$ cat src/rtl/fpmul_sched_pkg.sv
// rtl/fpmul_sched_pkg.sv - shared types and constants for the fp multiplier scheduler
package fpmul_sched_pkg;
    localparam int DEFAULT_LAT = 2;
    localparam int FP_W        = 32;
    localparam int MODE_W      = 3;

    typedef enum logic [1:0] {
        ST_IDLE  = 2'd0,
        ST_RUN   = 2'd1,
        ST_DRAIN = 2'd2
    } state_t;

    typedef struct packed {
        logic valid;
        logic id;
    } tag_t;
endpackage

$ cat src/rtl/fpmul_scheduler_if.sv
// rtl/fpmul_scheduler_if.sv - requester, multiplier and response signals of the scheduler
interface fpmul_scheduler_if;
    import fpmul_sched_pkg::*;

    logic              req0_valid, req0_ready;
    logic [FP_W-1:0]   req0_x, req0_y;
    logic [MODE_W-1:0] req0_mode;
    logic              req1_valid, req1_ready;
    logic [FP_W-1:0]   req1_x, req1_y;
    logic [MODE_W-1:0] req1_mode;

    logic [FP_W-1:0]   mul_fp_X, mul_fp_Y, mul_fp_Z;
    logic [MODE_W-1:0] mul_r_mode;
    logic              mul_ovrf, mul_udrf;

    logic              rsp0_valid, rsp0_ovrf, rsp0_udrf;
    logic [FP_W-1:0]   rsp0_z;
    logic              rsp1_valid, rsp1_ovrf, rsp1_udrf;
    logic [FP_W-1:0]   rsp1_z;

    logic              busy, idle;

    modport master (
        output req0_valid, req0_x, req0_y, req0_mode,
        output req1_valid, req1_x, req1_y, req1_mode,
        input  req0_ready, req1_ready,
        input  mul_fp_X, mul_fp_Y, mul_r_mode,
        output mul_fp_Z, mul_ovrf, mul_udrf,
        input  rsp0_valid, rsp0_z, rsp0_ovrf, rsp0_udrf,
        input  rsp1_valid, rsp1_z, rsp1_ovrf, rsp1_udrf,
        input  busy, idle
    );

    modport slave (
        input  req0_valid, req0_x, req0_y, req0_mode,
        input  req1_valid, req1_x, req1_y, req1_mode,
        output req0_ready, req1_ready,
        output mul_fp_X, mul_fp_Y, mul_r_mode,
        input  mul_fp_Z, mul_ovrf, mul_udrf,
        output rsp0_valid, rsp0_z, rsp0_ovrf, rsp0_udrf,
        output rsp1_valid, rsp1_z, rsp1_ovrf, rsp1_udrf,
        output busy, idle
    );
endinterface

$ cat src/rtl/fpmul_rr_arb.sv
// rtl/fpmul_rr_arb.sv - two-way round-robin grant with a last-winner pointer
module fpmul_rr_arb (
    input  logic clk,
    input  logic rst,
    input  logic en,
    input  logic valid0,
    input  logic valid1,
    output logic ready0,
    output logic ready1
);
    // pref=1 means requester 1 wins a tie; it flips only on a handshake
    logic pref;

    assign ready0 = en & valid0 & (~valid1 | ~pref);
    assign ready1 = en & valid1 & (~valid0 | pref);

    always_ff @(posedge clk or posedge rst) begin
        if (rst) begin
            pref <= 1'b0;
        end else if (ready0) begin
            pref <= 1'b1;
        end else if (ready1) begin
            pref <= 1'b0;
        end
    end
endmodule

$ cat src/rtl/fpmul_scheduler.sv
// rtl/fpmul_scheduler.sv - shares one pipelined fp multiplier between two requesters
module fpmul_scheduler
    import fpmul_sched_pkg::*;
#(
    parameter int LAT = DEFAULT_LAT
) (
    input  logic              clk,
    input  logic              rst,
    input  logic              enable,
    fpmul_scheduler_if.slave  bus
);
    state_t state, next_state;
    logic   grant_en, idle_st;
    logic   hs, sel, busy_any;
    tag_t   tags [LAT];
    tag_t   out_tag;

    always_ff @(posedge clk or posedge rst) begin
        if (rst) state <= ST_IDLE;
        else     state <= next_state;
    end

    always_comb begin
        next_state = state;
        case (state)
            ST_IDLE:  if (enable) next_state = ST_RUN;
            ST_RUN:   if (!enable) next_state = ST_DRAIN;
            ST_DRAIN: begin
                if (enable)         next_state = ST_RUN;
                else if (!busy_any) next_state = ST_IDLE;
            end
            default:  next_state = ST_IDLE;
        endcase
    end

    // Gating on enable as well as RUN blocks a grant in the cycle enable falls
    always_comb begin
        grant_en = 1'b0;
        idle_st  = 1'b0;
        grant_en = (state == ST_RUN) && enable;
        idle_st  = (state == ST_IDLE);
    end

    fpmul_rr_arb u_arb (
        .clk    (clk),
        .rst    (rst),
        .en     (grant_en),
        .valid0 (bus.req0_valid),
        .valid1 (bus.req1_valid),
        .ready0 (bus.req0_ready),
        .ready1 (bus.req1_ready)
    );

    assign hs  = bus.req0_ready | bus.req1_ready;
    assign sel = bus.req1_ready;

    always_ff @(posedge clk or posedge rst) begin
        if (rst) begin
            bus.mul_fp_X   <= '0;
            bus.mul_fp_Y   <= '0;
            bus.mul_r_mode <= '0;
        end else if (hs) begin
            bus.mul_fp_X   <= sel ? bus.req1_x    : bus.req0_x;
            bus.mul_fp_Y   <= sel ? bus.req1_y    : bus.req0_y;
            bus.mul_r_mode <= sel ? bus.req1_mode : bus.req0_mode;
        end
    end

    always_ff @(posedge clk or posedge rst) begin
        if (rst) begin
            for (int i = 0; i < LAT; i++) tags[i] <= '0;
        end else begin
            tags[0] <= '{valid: hs, id: sel};
            for (int i = 1; i < LAT; i++) tags[i] <= tags[i-1];
        end
    end

    always_comb begin
        busy_any = 1'b0;
        for (int i = 0; i < LAT; i++) busy_any = busy_any | tags[i].valid;
    end

    // The last tag stage names the owner of the product present on mul_fp_Z now
    assign out_tag = tags[LAT-1];

    always_ff @(posedge clk or posedge rst) begin
        if (rst) begin
            bus.rsp0_valid <= 1'b0;
            bus.rsp0_z     <= '0;
            bus.rsp0_ovrf  <= 1'b0;
            bus.rsp0_udrf  <= 1'b0;
            bus.rsp1_valid <= 1'b0;
            bus.rsp1_z     <= '0;
            bus.rsp1_ovrf  <= 1'b0;
            bus.rsp1_udrf  <= 1'b0;
        end else begin
            bus.rsp0_valid <= out_tag.valid & ~out_tag.id;
            bus.rsp1_valid <= out_tag.valid & out_tag.id;
            if (out_tag.valid && !out_tag.id) begin
                bus.rsp0_z    <= bus.mul_fp_Z;
                bus.rsp0_ovrf <= bus.mul_ovrf;
                bus.rsp0_udrf <= bus.mul_udrf;
            end
            if (out_tag.valid && out_tag.id) begin
                bus.rsp1_z    <= bus.mul_fp_Z;
                bus.rsp1_ovrf <= bus.mul_ovrf;
                bus.rsp1_udrf <= bus.mul_udrf;
            end
        end
    end

    assign bus.busy = busy_any;
    assign bus.idle = idle_st & ~rst;
endmodule

$ cat src/flat_wrapper.sv
// flat-port wrapper written by rule: the top's interface ports become plain ports
module fpmul_scheduler_flat import fpmul_sched_pkg::*;
#(
    parameter int LAT = DEFAULT_LAT
)
  (clk, rst, enable, bus_req0_valid, bus_req0_x, bus_req0_y, bus_req0_mode, bus_req1_valid, bus_req1_x, bus_req1_y, bus_req1_mode, bus_req0_ready, bus_req1_ready, bus_mul_fp_X, bus_mul_fp_Y, bus_mul_r_mode, bus_mul_fp_Z, bus_mul_ovrf, bus_mul_udrf, bus_rsp0_valid, bus_rsp0_z, bus_rsp0_ovrf, bus_rsp0_udrf, bus_rsp1_valid, bus_rsp1_z, bus_rsp1_ovrf, bus_rsp1_udrf, bus_busy, bus_idle);
  fpmul_scheduler_if bus_i ();
  input  logic clk;
  input  logic rst;
  input  logic enable;
  input wire logic [$bits(bus_i.req0_valid)-1:0] bus_req0_valid;
  input wire logic [$bits(bus_i.req0_x)-1:0] bus_req0_x;
  input wire logic [$bits(bus_i.req0_y)-1:0] bus_req0_y;
  input wire logic [$bits(bus_i.req0_mode)-1:0] bus_req0_mode;
  input wire logic [$bits(bus_i.req1_valid)-1:0] bus_req1_valid;
  input wire logic [$bits(bus_i.req1_x)-1:0] bus_req1_x;
  input wire logic [$bits(bus_i.req1_y)-1:0] bus_req1_y;
  input wire logic [$bits(bus_i.req1_mode)-1:0] bus_req1_mode;
  output wire logic [$bits(bus_i.req0_ready)-1:0] bus_req0_ready;
  output wire logic [$bits(bus_i.req1_ready)-1:0] bus_req1_ready;
  output wire logic [$bits(bus_i.mul_fp_X)-1:0] bus_mul_fp_X;
  output wire logic [$bits(bus_i.mul_fp_Y)-1:0] bus_mul_fp_Y;
  output wire logic [$bits(bus_i.mul_r_mode)-1:0] bus_mul_r_mode;
  input wire logic [$bits(bus_i.mul_fp_Z)-1:0] bus_mul_fp_Z;
  input wire logic [$bits(bus_i.mul_ovrf)-1:0] bus_mul_ovrf;
  input wire logic [$bits(bus_i.mul_udrf)-1:0] bus_mul_udrf;
  output wire logic [$bits(bus_i.rsp0_valid)-1:0] bus_rsp0_valid;
  output wire logic [$bits(bus_i.rsp0_z)-1:0] bus_rsp0_z;
  output wire logic [$bits(bus_i.rsp0_ovrf)-1:0] bus_rsp0_ovrf;
  output wire logic [$bits(bus_i.rsp0_udrf)-1:0] bus_rsp0_udrf;
  output wire logic [$bits(bus_i.rsp1_valid)-1:0] bus_rsp1_valid;
  output wire logic [$bits(bus_i.rsp1_z)-1:0] bus_rsp1_z;
  output wire logic [$bits(bus_i.rsp1_ovrf)-1:0] bus_rsp1_ovrf;
  output wire logic [$bits(bus_i.rsp1_udrf)-1:0] bus_rsp1_udrf;
  output wire logic [$bits(bus_i.busy)-1:0] bus_busy;
  output wire logic [$bits(bus_i.idle)-1:0] bus_idle;
  assign bus_i.req0_valid = bus_req0_valid;
  assign bus_i.req0_x = bus_req0_x;
  assign bus_i.req0_y = bus_req0_y;
  assign bus_i.req0_mode = bus_req0_mode;
  assign bus_i.req1_valid = bus_req1_valid;
  assign bus_i.req1_x = bus_req1_x;
  assign bus_i.req1_y = bus_req1_y;
  assign bus_i.req1_mode = bus_req1_mode;
  assign bus_req0_ready = bus_i.req0_ready;
  assign bus_req1_ready = bus_i.req1_ready;
  assign bus_mul_fp_X = bus_i.mul_fp_X;
  assign bus_mul_fp_Y = bus_i.mul_fp_Y;
  assign bus_mul_r_mode = bus_i.mul_r_mode;
  assign bus_i.mul_fp_Z = bus_mul_fp_Z;
  assign bus_i.mul_ovrf = bus_mul_ovrf;
  assign bus_i.mul_udrf = bus_mul_udrf;
  assign bus_rsp0_valid = bus_i.rsp0_valid;
  assign bus_rsp0_z = bus_i.rsp0_z;
  assign bus_rsp0_ovrf = bus_i.rsp0_ovrf;
  assign bus_rsp0_udrf = bus_i.rsp0_udrf;
  assign bus_rsp1_valid = bus_i.rsp1_valid;
  assign bus_rsp1_z = bus_i.rsp1_z;
  assign bus_rsp1_ovrf = bus_i.rsp1_ovrf;
  assign bus_rsp1_udrf = bus_i.rsp1_udrf;
  assign bus_busy = bus_i.busy;
  assign bus_idle = bus_i.idle;
  fpmul_scheduler #(.LAT(LAT)) u_core (.clk(clk), .rst(rst), .enable(enable), .bus(bus_i));
endmodule
$ cat config.mk
export PLATFORM = sky130hd
export DESIGN_NAME = fpmul_scheduler_flat
export DESIGN_NICKNAME = d
export VERILOG_FILES = /design/src/rtl/fpmul_sched_pkg.sv /design/src/rtl/fpmul_scheduler_if.sv /design/src/rtl/fpmul_rr_arb.sv /design/src/rtl/fpmul_scheduler.sv /design/src/flat_wrapper.sv
export SDC_FILE = /design/constraint.sdc
export NUM_CORES = 1
export LEC_CHECK = 0
export ABC_AREA = 1
export BUFFER_PORTS_ARGS = -buffer_cell sky130_fd_sc_hd__buf_4
export CAP_MARGIN = 20
export CORE_ASPECT_RATIO = 1.5
export CORE_MARGIN = 4
export CORE_UTILIZATION = 45
export CTS_BUF_LIST = sky130_fd_sc_hd__clkbuf_2
export CTS_CLUSTER_SIZE = 24
export DETAILED_ROUTE_END_ITERATION = 8
export GPL_TIMING_DRIVEN = 0
export PLACE_DENSITY = 0.78
export SLEW_MARGIN = 15
export SYNTH_ARGS = -nofsm -noshare
export SYNTH_HDL_FRONTEND = slang
export SYNTH_SLANG_ARGS = --single-unit
$ cat constraint.sdc
create_clock -name clk -period 5.1 [get_ports clk]
set_clock_uncertainty 0.15 [all_clocks]
set_input_delay 0.51 -clock clk [delete_from_list [all_inputs] [get_ports clk]]
set_output_delay 0.51 -clock clk [all_outputs]
set_load 0.02 [all_outputs]
Word-level counts from Yosys, hierarchy flattened
Index checks and enable logic that the tools add are counted.

Register bits after elaboration: 144. Input bits: 173. Output and inout bits: 141. Logic and storage cells: 55.

Equal/unequal tests: 5. Muxes and demuxes: 10. Bitwise operators: 16. Reductions and logical operators: 7.

Operator list (count): 32-bit two-way mux (2); 2-bit two-way mux (4); 1-bit AND (7); 2-bit one-hot mux with 3 select lines (1); 1-bit inverter (5); 2-bit != test, second input constant (2); 1-bit OR (4); 1-bit logical AND (3); 3-bit two-way mux (1); 3-bit != test, second input constant (1); 3-bit AND reduction (1); 2-bit by 1-bit equality test with 1-bit output, second input constant (1); 2-bit equality test, second input constant (1); 2-bit zero test (1); 1-bit two-way mux (2); 2-bit nonzero test (1); 1-bit zero test (1).

Depth between registers and ports, before layout
Depth after elaboration: 6. Depth in mapped cells: 10. Mapped depth without buffers: 8.

Modules after synthesis
Synthesis repeated with hierarchy kept, for this count alone.

Cells, all modules: 659. Area total of the unflattened synthesis: 5899.4 um^2.

Modules (own cells, without submodules): fpmul_scheduler (instances 1, cells an instance 647, area an instance 5831.8 um^2, seq. area each 3578.4 um^2); fpmul_rr_arb (instances 1, cells an instance 12, area an instance 67.6 um^2, seq. area each 25.0 um^2).

Worst setup path after synthesis
OpenSTA, ideal clock, no wires.

Path kind: input -> output. Start point: in enable. End point: out bus_req0_ready. Data arrival time: 1.272 ns. Required time: 4.440 ns. Slack: 3.168 ns. Cell stages on the path: 6. Path buffers: 2. Cells stage by stage: nand3_2 > inv_2 > nand2_2 > buf_2 > buf_4 > inv_1.

Longest elaborated chain between the ends: 3.

RTL lines: start: declaration (line flat_wrapper.sv:10) `input logic enable;`; 1-bit logical AND (line fpmul_scheduler.sv:40) `grant_en = (state == ST_RUN) && enable;`; 1-bit AND (2 in series) (line fpmul_rr_arb.sv:14) `assign ready0 = en & valid0 & (~valid1 | ~pref);`; end: declaration (line flat_wrapper.sv:19) `output wire logic [$bits(bus_i.req0_ready)-1:0] bus_req0_ready;`.

No other way between the ends.

Worst setup path in the final report
Ends and elaborated chain as after synthesis.

==> flow_summary.rst <==
.. list-table::
   :header-rows: 1

   * - Metric
     - Value
   * - Run status
     - complete, no violations
   * - Post-detailed-route count of antenna-violating nets
     - 0
   * - Endpoint type of the worst setup path
     - output pin
   * - Detailed-placement wirelength estimate
     - approximately 17000 um
   * - Max-cap violation count
     - 0
   * - Longest Clk Path Bufs
     - 2
   * - Maximum operating frequency
     - approximately 330 MHz
   * - Final critical-path share of the clock period
     - 0.591
   * - Wire length after detailed routing
     - 27100 um
   * - Routed via count
     - 7838
   * - Fillers
     - roughly 930
   * - Cell accounting for the most synthesized area
     - dfrtp_1
   * - Average wire per standard cell
     - about 18 um
   * - Number of cells on the worst reg-to-reg path
     - 9
   * - Static power due to leakage
     - about 0.0058 uW
   * - Worst-case headroom to the max-slew limit
     - 0.613
   * - Layout cells sized above 1
     - 0.290
   * - Kind of critical path
     - in -> out
   * - Syn_area_per_cell
     - 8.34 um2
   * - Clk Tree Root Cell
     - clkbuf_2
   * - Worst Path Required
     - approximately 4.4 ns
   * - Worst-case hold path end point
     - u_core.bus.mul_fp_Y[3]$_DFFE_PP0P_
   * - Number of cells upsized or downsized after cts
     - 0
   * - Largest driver fanout on the critical path
     - 10
   * - Initial antenna violation count
     - 2
   * - Ratio of routed vias to standard cells
     - roughly 5.2
   * - Finish-stage setup viols
     - 0
   * - Total power after layout
     - between 4000 and 5000 uW
   * - Via count of the first global-routing pass
     - about 8400
   * - Worst-skew pair later-pin latency
     - about 0.66 ns
   * - Highest-count cells in the layout ignoring fill and taps
     - buf_4, nand2_1, dlygate4sd3_1
   * - Number of clock buffers inserted by TritonCTS
     - 17
   * - Wire length of the first global-routing pass
     - between 40000 and 50000 um
   * - Area overhead of the layout relative to synthesis
     - 68.1%
   * - Pin count of the biggest net entering global routing
     - 85
   * - Netlist area before placement
     - approximately 6700 um2
   * - Global-route usage over all layers
     - 0.321
   * - Cell depth of the worst min-delay path
     - 4
   * - Source of the worst register-to-register timing path
     - u_core.u_arb.pref$_DFFE_PP0P_
   * - Most common cell after layout, fill and taps aside
     - buf_4
   * - Launching instance or port of the critical path
     - enable
   * - Iteration-0 DRC count of the detailed router
     - approximately 540
   * - Final weighted congestion of routability-driven global placement
     - ~0.85
   * - CP startpoint kind
     - primary input
   * - Max H-tree Level
     - 4
   * - Starting density of the core
     - 0.459
   * - Leftover overflow at the end of global routing
     - 0
   * - Drt pass-1 iters
     - 5
   * - Worst-case vdd ir drop
     - a little over 0.2 mV
   * - # clock sinks
     - 144
   * - Die extent in x
     - between 100 and 150 um
   * - Total die area
     - around 17000 um2
   * - Warnings, synthesis
     - 0
   * - Startpoint of the most critical hold path
     - bus_req0_y[3]
   * - Count of mapped cells out of synthesis
     - ~800
   * - I/O pin total
     - roughly 310
   * - Number of nets in the final layout
     - ~1500
   * - Buffers added on ports
     - 313
   * - Setup repair after global routing missed its margin
     - no
   * - CTS clk-pin slew, worst paths
     - roughly 0.2 ns
   * - Worst r2r dst
     - u_core.bus.mul_fp_Y[0]$_DFFE_PP0P_
   * - Placement Rows
     - 54
   * - Endpoints failing hold
     - 0
   * - Height of the chip
     - approximately 160 um
   * - Core area
     - ~15000 um2
   * - Reg-to-reg slack, setup
     - about 2.6 ns
   * - Top-area cell type share of the netlist area
     - 0.541
   * - Cell types with the largest area share after synthesis
     - dfrtp_1, nand2_1, nand3_1
   * - Classification of the worst-slack hold path
     - in -> reg
   * - Tightest Pin Transition
     - about 0.58 ns
   * - Slew Viols, Final
     - 0
   * - Syn_nets
     - 972
   * - TritonCTS clock tree
     - done
   * - Tightest hold margin
     - a little under 0.08 ns
   * - Synthesized flop and latch total
     - around 140
   * - Portion of the post-synthesis area used by sequential elements
     - 0.541
   * - Data arrival time of the critical path
     - about 2.4 ns
   * - Final min period
     - between 3 and 4 ns
   * - Residual DRC count
     - 0
   * - Pwr dens
     - 373 nW/um2
   * - Number of different library cells in the post-synthesis netlist
     - 21
==> Yosys cell counts <==
master and instances:
nor2_1 1, buf_4 4, nand2_1 205, nand2_2 4, nor3b_1 1, nand3_1 134
buf_6 3, nand3_2 1, inv_1 110, a21oi_1 2, or2_2 1, nor3_1 1
buf_2 20, dfrtp_1 144, nor2_2 1, inv_2 1, o21ai_0 69, buf_1 6
clkbuf_1 23, a21boi_0 1, o21bai_1 67
==> worst max path at each step <==
| stage | slack [ns] | depth (start not counted) | to |
|---|---|---|---|
| 6_report | 2.08 | 9 | bus_req0_ready |
| 5_1_grt | 1.96 | 8 | bus_req0_ready |
| 4_1_cts | 2.10 | 8 | bus_req0_ready |
| 3_5_place_dp | 2.71 | 8 | bus_req0_ready |
| 3_3_place_gp | -1.10 | 2 | u_core.bus.rsp0_z[22]$_DFFE_PP0P_ |
| 2_1_floorplan | 0.57 | 1 | u_core.bus.mul_fp_X[0]$_DFFE_PP0P_ |
==> flip-flops by register name (all words and copies together), names as in the netlist <==
signal                 cells
u_core.state               2
u_core.bus.mul_fp_Y       32
u_core.tags                2
u_core.u_arb.pref          1
u_core.bus.rsp1_udrf       1
u_core.bus.rsp0_udrf       1
u_core.bus.rsp0_ovrf       1
u_core.bus.mul_fp_X       32
u_core.bus.mul_r_mode      3
u_core.out_tag             2
u_core.bus.rsp0_valid      1
u_core.bus.rsp0_z         32
u_core.bus.rsp1_z         32
u_core.bus.rsp1_ovrf       1
u_core.bus.rsp1_valid      1
==> logic make-up (layout without fill, tap and decap cells) <==
| group | after synthesis | after routing | synth area share |
|---|---|---|---|
| AOI/OAI and AO/OA | 139 | 139 | 0.130 |
| DFF | 144 | 144 | 0.541 |
| and+or+nand+nor | 349 | 349 | 0.226 |
| other | 0 | 2 | 0 |
| buffers and inverters | 167 | 682 | 0.103 |
==> routing by layer <==
layer	up-vias	GRT usage	wire [um]
met5	-	0	0
met4	0	0.194	1770
met3	139	0.0812	2270
met2	454	0.583	14200
met1	3707	0.327	8880
li1	3538	-	-
==> final cells by class <==
| class | instances | area (um2) | area share |
|---|---|---|---|
| Clock buffer | 17 | 85.1 | 0.00759 |
| Inverter | 111 | 424 | 0.0379 |
| Tap cell | 196 | 245 | 0.0219 |
| Sequential cell | 144 | 3600 | 0.322 |
| Antenna cell | 2 | 5.00 | 0.000447 |
| Multi-Input combinational cell | 488 | 2370 | 0.212 |
| Timing Repair Buffer | 483 | 4070 | 0.363 |
| Buffer | 56 | 273 | 0.0243 |
| Clock inverter | 15 | 129 | 0.0115 |
==> worst max-delay path, cell delays in order <==
cell	delay [ns]
dlygate4sd3_1	0.57
buf_4	0.15
nand3_2	0.17
inv_2	0.08
nand2_2	0.16
buf_2	0.26
buf_4	0.23
inv_1	0.06
buf_4	0.16
==> power by group <==
part           switching (uW)  leakage (uW)  internal [uW]  total [uW]
Sequential                221       0.00173           1490        1710
Clock                     473      0.000133            146         619
Combinational            1040       0.00393            810        1850
Total                    1730       0.00580           2440        4170
==> through the flow <==
step | setup slack, ns | cells | utilization | instance area, um2 | setup TNS [ns]
2_1_floorplan | 0.574 | 799 | - | 6660 | 0
3_3_place_gp | -1.10 | 1308 | 0.637 | 9260 | -156.75
3_5_place_dp | 2.71 | 1309 | 0.640 | 9290 | 0
4_1_cts | 2.10 | 1510 | 0.771 | 11200 | 0
5_1_grt | 1.96 | 1512 | 0.771 | 11200 | 0
6_report | 2.08 | 1512 | 0.771 | 11200 | 0
==> repair_timing <==
action,CTS,global route
hold buffers,169,0
buffers inserted,0,0
endpoints found under the hold margin,197,0
Power figures use the tool's default switching activity.
